==> config.mk <==
export PLATFORM = sky130hd
export DESIGN_NAME = spi_slave_cfg
export DESIGN_NICKNAME = d
export VERILOG_FILES = /design/src/rtl/spi_cfg_pkg.sv /design/src/rtl/spi_sync2.sv /design/src/rtl/spi_slave_cfg.sv
export SDC_FILE = /design/constraint.sdc
export NUM_CORES = 1
export LEC_CHECK = 0
export BUFFER_PORTS_ARGS = -buffer_cell sky130_fd_sc_hd__buf_2
export CAP_MARGIN = 15
export CORE_MARGIN = 2
export CORE_UTILIZATION = 40
export CTS_CLUSTER_DIAMETER = 50
export DETAILED_ROUTE_END_ITERATION = 16
export SYNTH_ARGS = -nofsm -noshare
export SYNTH_HDL_FRONTEND = slang
export SYNTH_SLANG_ARGS = --single-unit
==> constraint.sdc <==
create_clock -name Clk -period 6.3 [get_ports Clk]
set_input_delay 1.575 -clock Clk [delete_from_list [all_inputs] [get_ports Clk]]
set_output_delay 1.575 -clock Clk [all_outputs]
set_load 0.02 [all_outputs]
==> src/rtl/spi_cfg_pkg.sv <==
// Shared definitions for the SPI configuration slave: frame header width
// and the frame FSM state encoding.
package spi_cfg_pkg;

  localparam int HDR_W = 8;

  typedef enum logic [1:0] {
    IDLE = 2'd0,
    HDR  = 2'd1,
    DATA = 2'd2,
    DONE = 2'd3
  } spi_state_e;

endpackage

==> src/rtl/spi_sync2.sv <==
// Two-flop synchroniser for one asynchronous SPI pin. The reset value is
// chosen per pin so that the synchronised output starts in a safe level.
module spi_sync2 #(
  parameter logic RST_VAL = 1'b0
) (
  input  logic clk,
  input  logic reset_n,
  input  logic d,
  output logic q
);

  logic meta;

  // Resample the pin twice on clk to settle metastability
  always_ff @(posedge clk) begin
    if (!reset_n) begin
      meta <= RST_VAL;
      q    <= RST_VAL;
    end else begin
      meta <= d;
      q    <= meta;
    end
  end

endmodule

==> src/rtl/spi_slave_cfg.sv <==
// SPI slave register bridge. A frame is an 8-bit header (bit 7 = write
// flag, low ADDR_W bits = word address) followed by DATA_W data bits,
// MSB first. Written frames land in the MOSI bank (read by the CPU on
// Data_Read); the MISO bank (written by the CPU) is shifted back to the
// master during the data phase. All SPI pins are oversampled on Clk.
// Optional feature macro: SPI_SLAVE_CFG_IRQ_EN enables the receive
// interrupt SPI_IRQ (set on each committed write frame, cleared by IRQ_Clr).
// Handshake: there is no valid/ready pair; a SPI write is committed in the
// single Clk cycle that the last data bit is sampled, and the CPU write
// port accepts Data_Write on every Clk edge where Data_WE is high.
module spi_slave_cfg
  import spi_cfg_pkg::*;
#(
  parameter int DATA_W = 32,
  parameter int ADDR_W = 4,
  parameter bit CPOL   = 1'b0,
  parameter bit CPHA   = 1'b0
) (
  input  logic              Clk,
  input  logic              Reset_n,
  input  logic              SPI_CLK,
  input  logic              SPI_CS,
  input  logic              SPI_MOSI,
  output logic              SPI_MISO,
  input  logic              Data_WE,
  input  logic [31:0]       Data_Addr,
  input  logic [DATA_W-1:0] Data_Write,
  output logic [DATA_W-1:0] Data_Read,
  input  logic              IRQ_Clr,
  output logic              SPI_IRQ,
  output spi_state_e        dbg_state
);

  localparam int FRAME_W = HDR_W + DATA_W;
  localparam int CNT_W   = $clog2(FRAME_W + 1);
  localparam int DEPTH   = 1 << ADDR_W;

  logic sclk_s, cs_s, mosi_s, sclk_d;

  // SCLK starts at its idle level, CS starts "busy" so a CS held low
  // across reset release is never mistaken for a new frame.
  spi_sync2 #(.RST_VAL(CPOL)) u_sync_clk  (.clk(Clk), .reset_n(Reset_n), .d(SPI_CLK),  .q(sclk_s));
  spi_sync2 #(.RST_VAL(1'b0)) u_sync_cs   (.clk(Clk), .reset_n(Reset_n), .d(SPI_CS),   .q(cs_s));
  spi_sync2 #(.RST_VAL(1'b0)) u_sync_mosi (.clk(Clk), .reset_n(Reset_n), .d(SPI_MOSI), .q(mosi_s));

  logic rise, fall, lead, trail, sample_edge, shift_edge;

  // Delayed copy of synchronised SCLK for edge detection
  always_ff @(posedge Clk) begin
    if (!Reset_n) sclk_d <= CPOL;
    else          sclk_d <= sclk_s;
  end

  assign rise        = sclk_s & ~sclk_d;
  assign fall        = ~sclk_s & sclk_d;
  assign lead        = CPOL ? fall : rise;
  assign trail       = CPOL ? rise : fall;
  assign sample_edge = CPHA ? trail : lead;
  assign shift_edge  = CPHA ? lead : trail;

  logic [DATA_W-1:0] mosi_bank [DEPTH];
  logic [DATA_W-1:0] miso_bank [DEPTH];

  spi_state_e        state;
  logic [CNT_W-1:0]  bit_cnt;
  logic [DATA_W-1:0] rx_sh;
  logic [DATA_W-1:0] tx_sh;
  logic [ADDR_W-1:0] addr;
  logic              wr_flag;
  logic              armed;
  logic              miso_q;

  logic [HDR_W-1:0]  hdr_next;
  logic [DATA_W-1:0] data_next;
  logic [ADDR_W-1:0] cpu_addr;
  logic              last_hdr, last_data, commit;

  assign cpu_addr  = Data_Addr[ADDR_W+1:2];
  assign hdr_next  = {rx_sh[HDR_W-2:0], mosi_s};
  assign data_next = {rx_sh[DATA_W-2:0], mosi_s};
  assign last_hdr  = (bit_cnt == CNT_W'(HDR_W - 1));
  assign last_data = (bit_cnt == CNT_W'(FRAME_W - 1));
  assign commit    = Reset_n && (state == DATA) && !cs_s && sample_edge
                     && last_data && wr_flag;

  // Frame FSM: header/data shifting, MISO load and serial output
  always_ff @(posedge Clk) begin
    if (!Reset_n) begin
      state   <= IDLE;
      bit_cnt <= '0;
      rx_sh   <= '0;
      tx_sh   <= '0;
      addr    <= '0;
      wr_flag <= 1'b0;
      armed   <= 1'b0;
      miso_q  <= 1'b0;
    end else begin
      armed <= armed | cs_s;
      if (cs_s) begin
        state   <= IDLE;
        bit_cnt <= '0;
        miso_q  <= 1'b0;
      end else begin
        case (state)
          IDLE: begin
            if (armed) begin
              state   <= HDR;
              bit_cnt <= '0;
              miso_q  <= 1'b0;
            end
          end
          HDR: begin
            if (shift_edge) miso_q <= 1'b0;
            if (sample_edge) begin
              rx_sh   <= data_next;
              bit_cnt <= bit_cnt + CNT_W'(1);
              if (last_hdr) begin
                state   <= DATA;
                wr_flag <= hdr_next[HDR_W-1];
                addr    <= hdr_next[ADDR_W-1:0];
                tx_sh   <= miso_bank[hdr_next[ADDR_W-1:0]];
              end
            end
          end
          DATA: begin
            if (shift_edge) begin
              miso_q <= tx_sh[DATA_W-1];
              tx_sh  <= {tx_sh[DATA_W-2:0], 1'b0};
            end
            if (sample_edge) begin
              rx_sh   <= data_next;
              bit_cnt <= bit_cnt + CNT_W'(1);
              if (last_data) state <= DONE;
            end
          end
          DONE: begin
            // SCLK edges are ignored until CS rises
          end
          default: state <= IDLE;
        endcase
      end
    end
  end

  // CPU writes into the MISO bank; a same-cycle header load reads the old word
  always_ff @(posedge Clk) begin
    if (Data_WE) miso_bank[cpu_addr] <= Data_Write;
  end

  // Completed write frames land in the MOSI bank
  always_ff @(posedge Clk) begin
    if (commit) mosi_bank[addr] <= data_next;
  end

  assign Data_Read = mosi_bank[cpu_addr];
  assign SPI_MISO  = miso_q;
  assign dbg_state = state;

  logic unused_bits;
  assign unused_bits = &{1'b0, Data_Addr[31:ADDR_W+2], Data_Addr[1:0],
                         hdr_next, rx_sh[DATA_W-1]};

`ifdef SPI_SLAVE_CFG_IRQ_EN
  logic irq_q;

  // Receive interrupt: a commit wins over a simultaneous clear
  always_ff @(posedge Clk) begin
    if (!Reset_n)     irq_q <= 1'b0;
    else if (commit)  irq_q <= 1'b1;
    else if (IRQ_Clr) irq_q <= 1'b0;
  end

  assign SPI_IRQ = irq_q;
`else
  logic unused_irq;
  assign unused_irq = IRQ_Clr;
  assign SPI_IRQ    = 1'b0;
`endif

endmodule

==> results of run 1 <==
==> critical path, delay by kind of cell <==
| kind | cells | cell delay (ns) |
|---|---|---|
| muxes | 2 | 1.08 |
| buffers and inverters | 3 | 1.14 |
==> routing by layer <==
| metal | global-route usage | vias to the layer above |
|---|---|---|
| met5 | 0 | - |
| met3 | 0.03110 | 162 |
| met1 | 0.2297 | 10600 |
| li1 | - | 8553 |
| met4 | 0.04767 | 10 |
| met2 | 0.2972 | 524 |
==> synth_stat cells, types with 30 or more instances <==
cell | instances | area, um^2
nor2_1 | 42 | 157.7
o22ai_1 | 32 | 200.2
nand2_1 | 70 | 262.8
buf_2 | 30 | 150.1
edfxtp_1 | 1024 | 30750
nor2b_1 | 34 | 212.7
mux4_2 | 258 | 5811
nand2b_1 | 36 | 225.2
a221oi_1 | 31 | 271.5
a211oi_1 | 32 | 240.2
a21oi_1 | 34 | 170.2
clkbuf_1 | 60 | 225.2
dfxtp_1 | 85 | 1702
==> worst min-delay path by stage <==
stage | end | slack, ns | depth (start not counted)
3_5_place_dp | u_sync_cs.q | 0.42 | 1
5_1_grt | u_sync_clk.q | 0.46 | 1
2_1_floorplan | u_sync_clk.q | 0.41 | 1
3_3_place_gp | u_sync_cs.q | 0.43 | 1
4_1_cts | u_sync_cs.q | 0.44 | 1
6_report | u_sync_cs.q | 0.43 | 1
==> kinds of logic (layout without fill, tap and decap cells) <==
logic type                 Yosys count  after routing  share of synthesized area
AOI/OAI and AO/OA                  205            205                    0.03611
xor gates and xnor gates             5              5                   0.001043
adders and majority gates            6              6                   0.001788
buffers and inverters              121            367                    0.01350
DFF                               1109           1109                     0.7727
muxes                              294            294                     0.1479
other                                1              3                 0.00008930
and+or+nand+nor                    222            222                    0.02687
==> where the power goes <==
part	leakage [nW]	switching, mW	internal, mW
combinational	2.98	0.383	0.275
sequential	10.0	0.0470	8.09
clock	1.90	2.83	3.99
total	14.9	3.26	12.4
==> registers in the layout (all words and copies together), names as in the netlist <==
name,cells
sclk_d,1
u_sync_mosi.q,1
mosi_bank,512
dbg_state,2
addr,4
SPI_MISO,1
bit_cnt,6
miso_bank,512
u_sync_mosi.meta,1
u_sync_cs.meta,1
u_sync_cs.q,1
u_sync_clk.meta,1
tx_sh,32
u_sync_clk.q,1
armed,1
rx_sh,31
wr_flag,1
==> final cells by class <==
| cell class | count | area [um^2] |
|---|---|---|
| Timing Repair Buffer | 141 | 978.4 |
| Clock inverter | 59 | 668.1 |
| Tap cell | 1380 | 1727 |
| Clock buffer | 161 | 3234 |
| Fill cell | 8477 | 55470 |
| Multi-Input combinational cell | 733 | 9223 |
| Inverter | 6 | 22.52 |
| Antenna cell | 2 | 5.005 |
| Sequential cell | 1109 | 32460 |
==> qor.yml, run 1 <==
power:
  peakVddDrop_mv: 0.2673
  p_per_area_mw_per_mm2: 323.1
  p_leak_nw: 14.92
  finalPower_mw: 15.61
clock_network:
  cts_hold_buf: 0
  cts-root-buf: "clkbuf_16"
  htreeDepth: 3
  cts_tree: "yes"
  cts_resized: 0
  post_cts_buffers: 0
  cts_buffers: 115
  clk_pin_slew_ns: 0.06
  cts.path.max_buffers: 3
  cts_sinks: 1109
  insertion_delay_ns: 0.70
floorplanning:
  fp.coreArea_mm2: 0.1038
  fp.dieH_um: 328.0
  die_w_um: 328.0
  initial_utilization: 0.4046
  rows: 118
  io_pins: 107
  die-area_mm2: 0.1076
setup_path:
  start_kind: "input port"
  r2r_end: "mosi_bank[13][21]"
  cp.arrival_ns: 3.82
  worstSetupEndpoint: "Data_Read[3]"
  cpMostUsedCell: "mux4_2"
  crit_required_ns: 4.72
  slowest_stage: "clkbuf_8"
  r2r_cells: 7
  rrSetupSlack_ns: 2.71
  path_cells: "clkbuf_8, buf_4, mux4_2, mux4_2, buf_2"
  setup.worst_path.start: "Data_Addr[2]"
  worstReg2RegStart: "dbg_state[0]"
  max_stage_delay_ns: 0.56
  setup.worst_path.class: "input port to primary output"
  critPathMaxFanout: 55
  cp-end-kind: "primary output"
route:
  via_per_inst: 5.527
  drc_errors: 0
  vias: 19850
  antenna_left: 0
  wl_met2_mm: 47.38
  drt_iter0_markers: 1692
  met3_length_mm: 5.041
  totalWireLength_mm: 92.78
  highest_layer: "met5"
  wl_met1_mm: 38.19
  firstDrtPassIters: 4
  routedWlPerCell_um: 25.84
synthesis:
  ys_ff_latch: 1109
  ys_types: 49
  syn-num-nets: 2040
  ys_seq_area_frac: 0.7727
  ys_async_sr_fraction: 0
  synth_warnings: 0
  ys.flop_type: "edfxtp_1"
  avgSynthCellArea_um2: 21.39
  synth-edff-count: 1024
  netlist_area_mm2: 0.04200
  synthCells: 1963
cells_and_area:
  final_cells: 3591
  layout_common_cells: "edfxtp_1 (1024), mux4_2 (258), clkbuf_16 (118), dfxtp_1 (82), buf_2 (74)"
  final_common_cell: "edfxtp_1"
  area_growth_pct: 15.05
  fin_util: 0.4655
  finalNetCount: 2183
  postLayoutCellArea_mm2: 0.04832
  layout-drive-gt1-share: 0.2938
timing:
  whs_ns: 0.4340
  fmax_mhz: 185.3
  finalHoldViolCount: 0
  rsz0062_at_grt: "no"
  clock-skew-final_ns: 0.02782
  slew_violations: 0
  tns_ns: 0
  slew_headroom: 0.2489
  min_period_ns: 5.396
  finalCritPeriodShare: 0.8565
  setup_viol: 0
  worst_pin_slew_ns: 1.120
  setup_slack_ns: 0.9039
grt:
  antenna_found_initial: 11
  grt_usage: 0.1740
  grt-ovfl-total: 0
  grt_max_degree: 82
  grt_pass1_vias: 20870
  grt_pass1_wl_mm: 137.6
placed_design:
  io_buffers: 76
  place_hpwl_mm: 49.99
  gp_congestion: 0.7399
  postPlaceCellArea_mm2: 0.04441
  dp_slack_ns: 0.7902
  place_inst: 3369
min_path:
  worstHoldPathType: "register to register"
  hold_start: "u_sync_cs.meta"
flow_run:
  maxCapViolations: 0
run_status:
  outcome: "finished clean"
No activity file was read; power rests on OpenSTA's default activity.
==> run 2: changes to the inputs <==
HOLD_SLACK_MARGIN = 0.02   (was default)
clock period = 5.25 ns   (was 6.3 ns; I/O delays follow)
==> qor.yml, run 2 (same netlist as run 1, synthesis figures left out) <==
cells_and_area:
  layout-drive-gt1-share: 0.2851  # -0.008730
  finalNetCount: 2191  # +0.37%
  final_common_cell: "edfxtp_1"
  reg_top3: "miso_bank x512, mosi_bank x512, tx_sh x32"
  fillerInstances: 8607  # +1.5%
  postLayoutCellArea_mm2: 0.04806  # -0.53%
  layout_common_cells: "edfxtp_1 (1024), mux4_2 (258), clkbuf_16 (112), dfxtp_1 (82), buf_2 (74)"
  area_growth_pct: 14.44
grt:
  grt_pass1_vias: 20820  # -0.22%
  grt-ovfl-total: 0  # unchanged
  grt_max_degree: 73  # -11%
  grt_usage: 0.1718  # -0.002182
  grt_pass1_wl_mm: 136.3  # -0.98%
  antenna_found_initial: 12  # +1
power:
  p_sw_mw: 3.724  # +14%
  p_comb_frac: 0.044  # +0.002
  clkPwrFrac: 0.417  # -0.020
  intPower_mw: 14.40  # +17%
  finalPower_mw: 18.12  # +16%
  p_per_area_mw_per_mm2: 377.1  # +17%
  peakVddDrop_mv: 0.3022  # +13%
  p_seq_frac: 0.539  # +0.018
  p_leak_nw: 14.79  # -0.81%
  p_sw_frac: 0.2055  # -0.003202
clock_network:
  cts_resized: 0  # unchanged
  cts_buffers: 112  # -2.6%
  clk_pin_slew_ns: 0.06  # about the same
  cts.path.max_buffers: 3  # unchanged
  cts_tree: "yes"
  cts_hold_buf: 0  # unchanged
  cts-root-buf: "clkbuf_16"
  cts_sinks: 1109  # unchanged
  htreeDepth: 3  # unchanged
  post_cts_buffers: 0  # unchanged
  insertion_delay_ns: 0.67  # -0.03 ns
setup_path:
  rrSetupSlack_ns: 2.17  # -0.54 ns
  critPathMaxFanout: 39  # -29%
  worstReg2RegStart: "bit_cnt[0]"
  cp-end-kind: "primary output"
  worstSetupEndpoint: "Data_Read[17]"
  setup.worst_path.start: "Data_Addr[2]"
  crit_required_ns: 3.94  # -0.78 ns
  start_kind: "input port"
  setup.worst_path.class: "input port to primary output"
  r2r_cells: 7  # unchanged
  r2r_end: "mosi_bank[9][21]"
  cp.arrival_ns: 3.36  # -0.46 ns
flow_run:
  maxCapViolations: 0  # unchanged
timing:
  tns_ns: 0  # unchanged
  worst_pin_slew_ns: 0.9225  # -0.1979 ns
  slew_headroom: 0.3837  # +0.1347
  rsz0062_at_grt: "no"
  setup_viol: 0  # unchanged
  min_period_ns: 4.677
  clock-skew-final_ns: 0.02442  # -0.003402 ns
  fmax_mhz: 213.8
  finalHoldViolCount: 0  # unchanged
  slew_violations: 0  # unchanged
  setup_slack_ns: 0.5727  # -0.3312 ns
  finalCritPeriodShare: 0.8909
route:
  drc_errors: 0  # unchanged
  drt_iter0_markers: 1891  # +12%
  antenna_left: 0  # unchanged
  firstDrtPassIters: 5  # +1
  routedWlPerCell_um: 25.56  # -1.1%
  vias: 19930  # +0.40%
  via_per_inst: 5.549  # +0.40%
  totalWireLength_mm: 91.79  # -1.1%
floorplanning:
  fp.coreArea_mm2: 0.1038  # unchanged
  rows: 118  # unchanged
  fp.dieH_um: 328.0  # unchanged
  die-area_mm2: 0.1076  # unchanged
  io_pins: 107  # unchanged
  die_w_um: 328.0  # unchanged
  initial_utilization: 0.4046  # unchanged
min_path:
  worstHoldPathType: "register to register"
placed_design:
  io_buffers: 76  # unchanged
  place_hpwl_mm: 49.25  # -1.5%
  gp_congestion: 0.7349  # -0.68%
  dp_slack_ns: 0.5255  # -0.2647 ns
  postPlaceCellArea_mm2: 0.04456  # +0.33%
run_status:
  outcome: "finished clean"
==> run 2: metal layers <==
layer	wire (um)	part of all wire	global-route usage	up-vias
li1	-	-	-	8554
met1	37560	0.41	0.2276	10610
met2	46260	0.50	0.2917	580
met3	5569	0.061	0.03031	167
met4	2311	0.025	0.04966	14
met5	84	0.00092	0	-
==> run 2: worst max-delay path, cell delays in order <==
cell and delay [ns]:
clkbuf_8 0.45, buf_12 0.27, mux4_2 0.52, mux4_2 0.56
buf_2 0.19
==> run 2: worst min path at each step <==
| stage | from | endpoint | slack [ns] | cells after the start |
|---|---|---|---|---|
| global placement | u_sync_mosi.meta | u_sync_mosi.q | 0.42 | 1 |
| detailed placement | u_sync_clk.meta | u_sync_clk.q | 0.42 | 1 |
| CTS | u_sync_clk.meta | u_sync_clk.q | 0.42 | 1 |
| global route | u_sync_clk.meta | u_sync_clk.q | 0.44 | 1 |
| floorplan | u_sync_clk.meta | u_sync_clk.q | 0.41 | 1 |
| finish | u_sync_mosi.meta | u_sync_mosi.q | 0.42 | 1 |
==> run 2: cell type report <==
| type | count | area (um^2) | area share |
|---|---|---|---|
| Antenna cell | 1 | 2.502 | 0.00005207 |
| Clock inverter | 49 | 432.9 | 0.009008 |
| Sequential cell | 1109 | 32460 | 0.6754 |
| Inverter | 6 | 22.52 | 0.0004686 |
| Timing Repair Buffer | 152 | 1129 | 0.02348 |
| Clock buffer | 161 | 3067 | 0.06381 |
| Tap cell | 1380 | 1727 | 0.03593 |
| Multi-Input combinational cell | 733 | 9220 | 0.1918 |
==> run 2: through the flow <==
| stage | instances | util | hold WS, ns |
|---|---|---|---|
| floorplan | 1963 | - | 0.4118 |
| global placement | 3380 | 0.4293 | 0.4183 |
| detailed placement | 3380 | 0.4293 | 0.4185 |
| CTS | 3590 | 0.4630 | 0.4244 |
| global route | 3590 | 0.4630 | 0.4354 |
| finish | 3591 | 0.4630 | 0.4196 |
==> run 2: power groups by stage <==
| stage | clock (mW) | sequential [mW] | combinational, mW |
|---|---|---|---|
| 2_1_floorplan | 0 | 9.93 | 0.525 |
| 3_3_place_gp | 0 | 9.94 | 0.793 |
| 5_1_grt | 8.06 | 9.77 | 0.861 |
| 3_5_place_dp | 0 | 9.95 | 0.808 |
| 6_report | 7.57 | 9.76 | 0.794 |
| 4_1_cts | 7.74 | 9.76 | 0.811 |
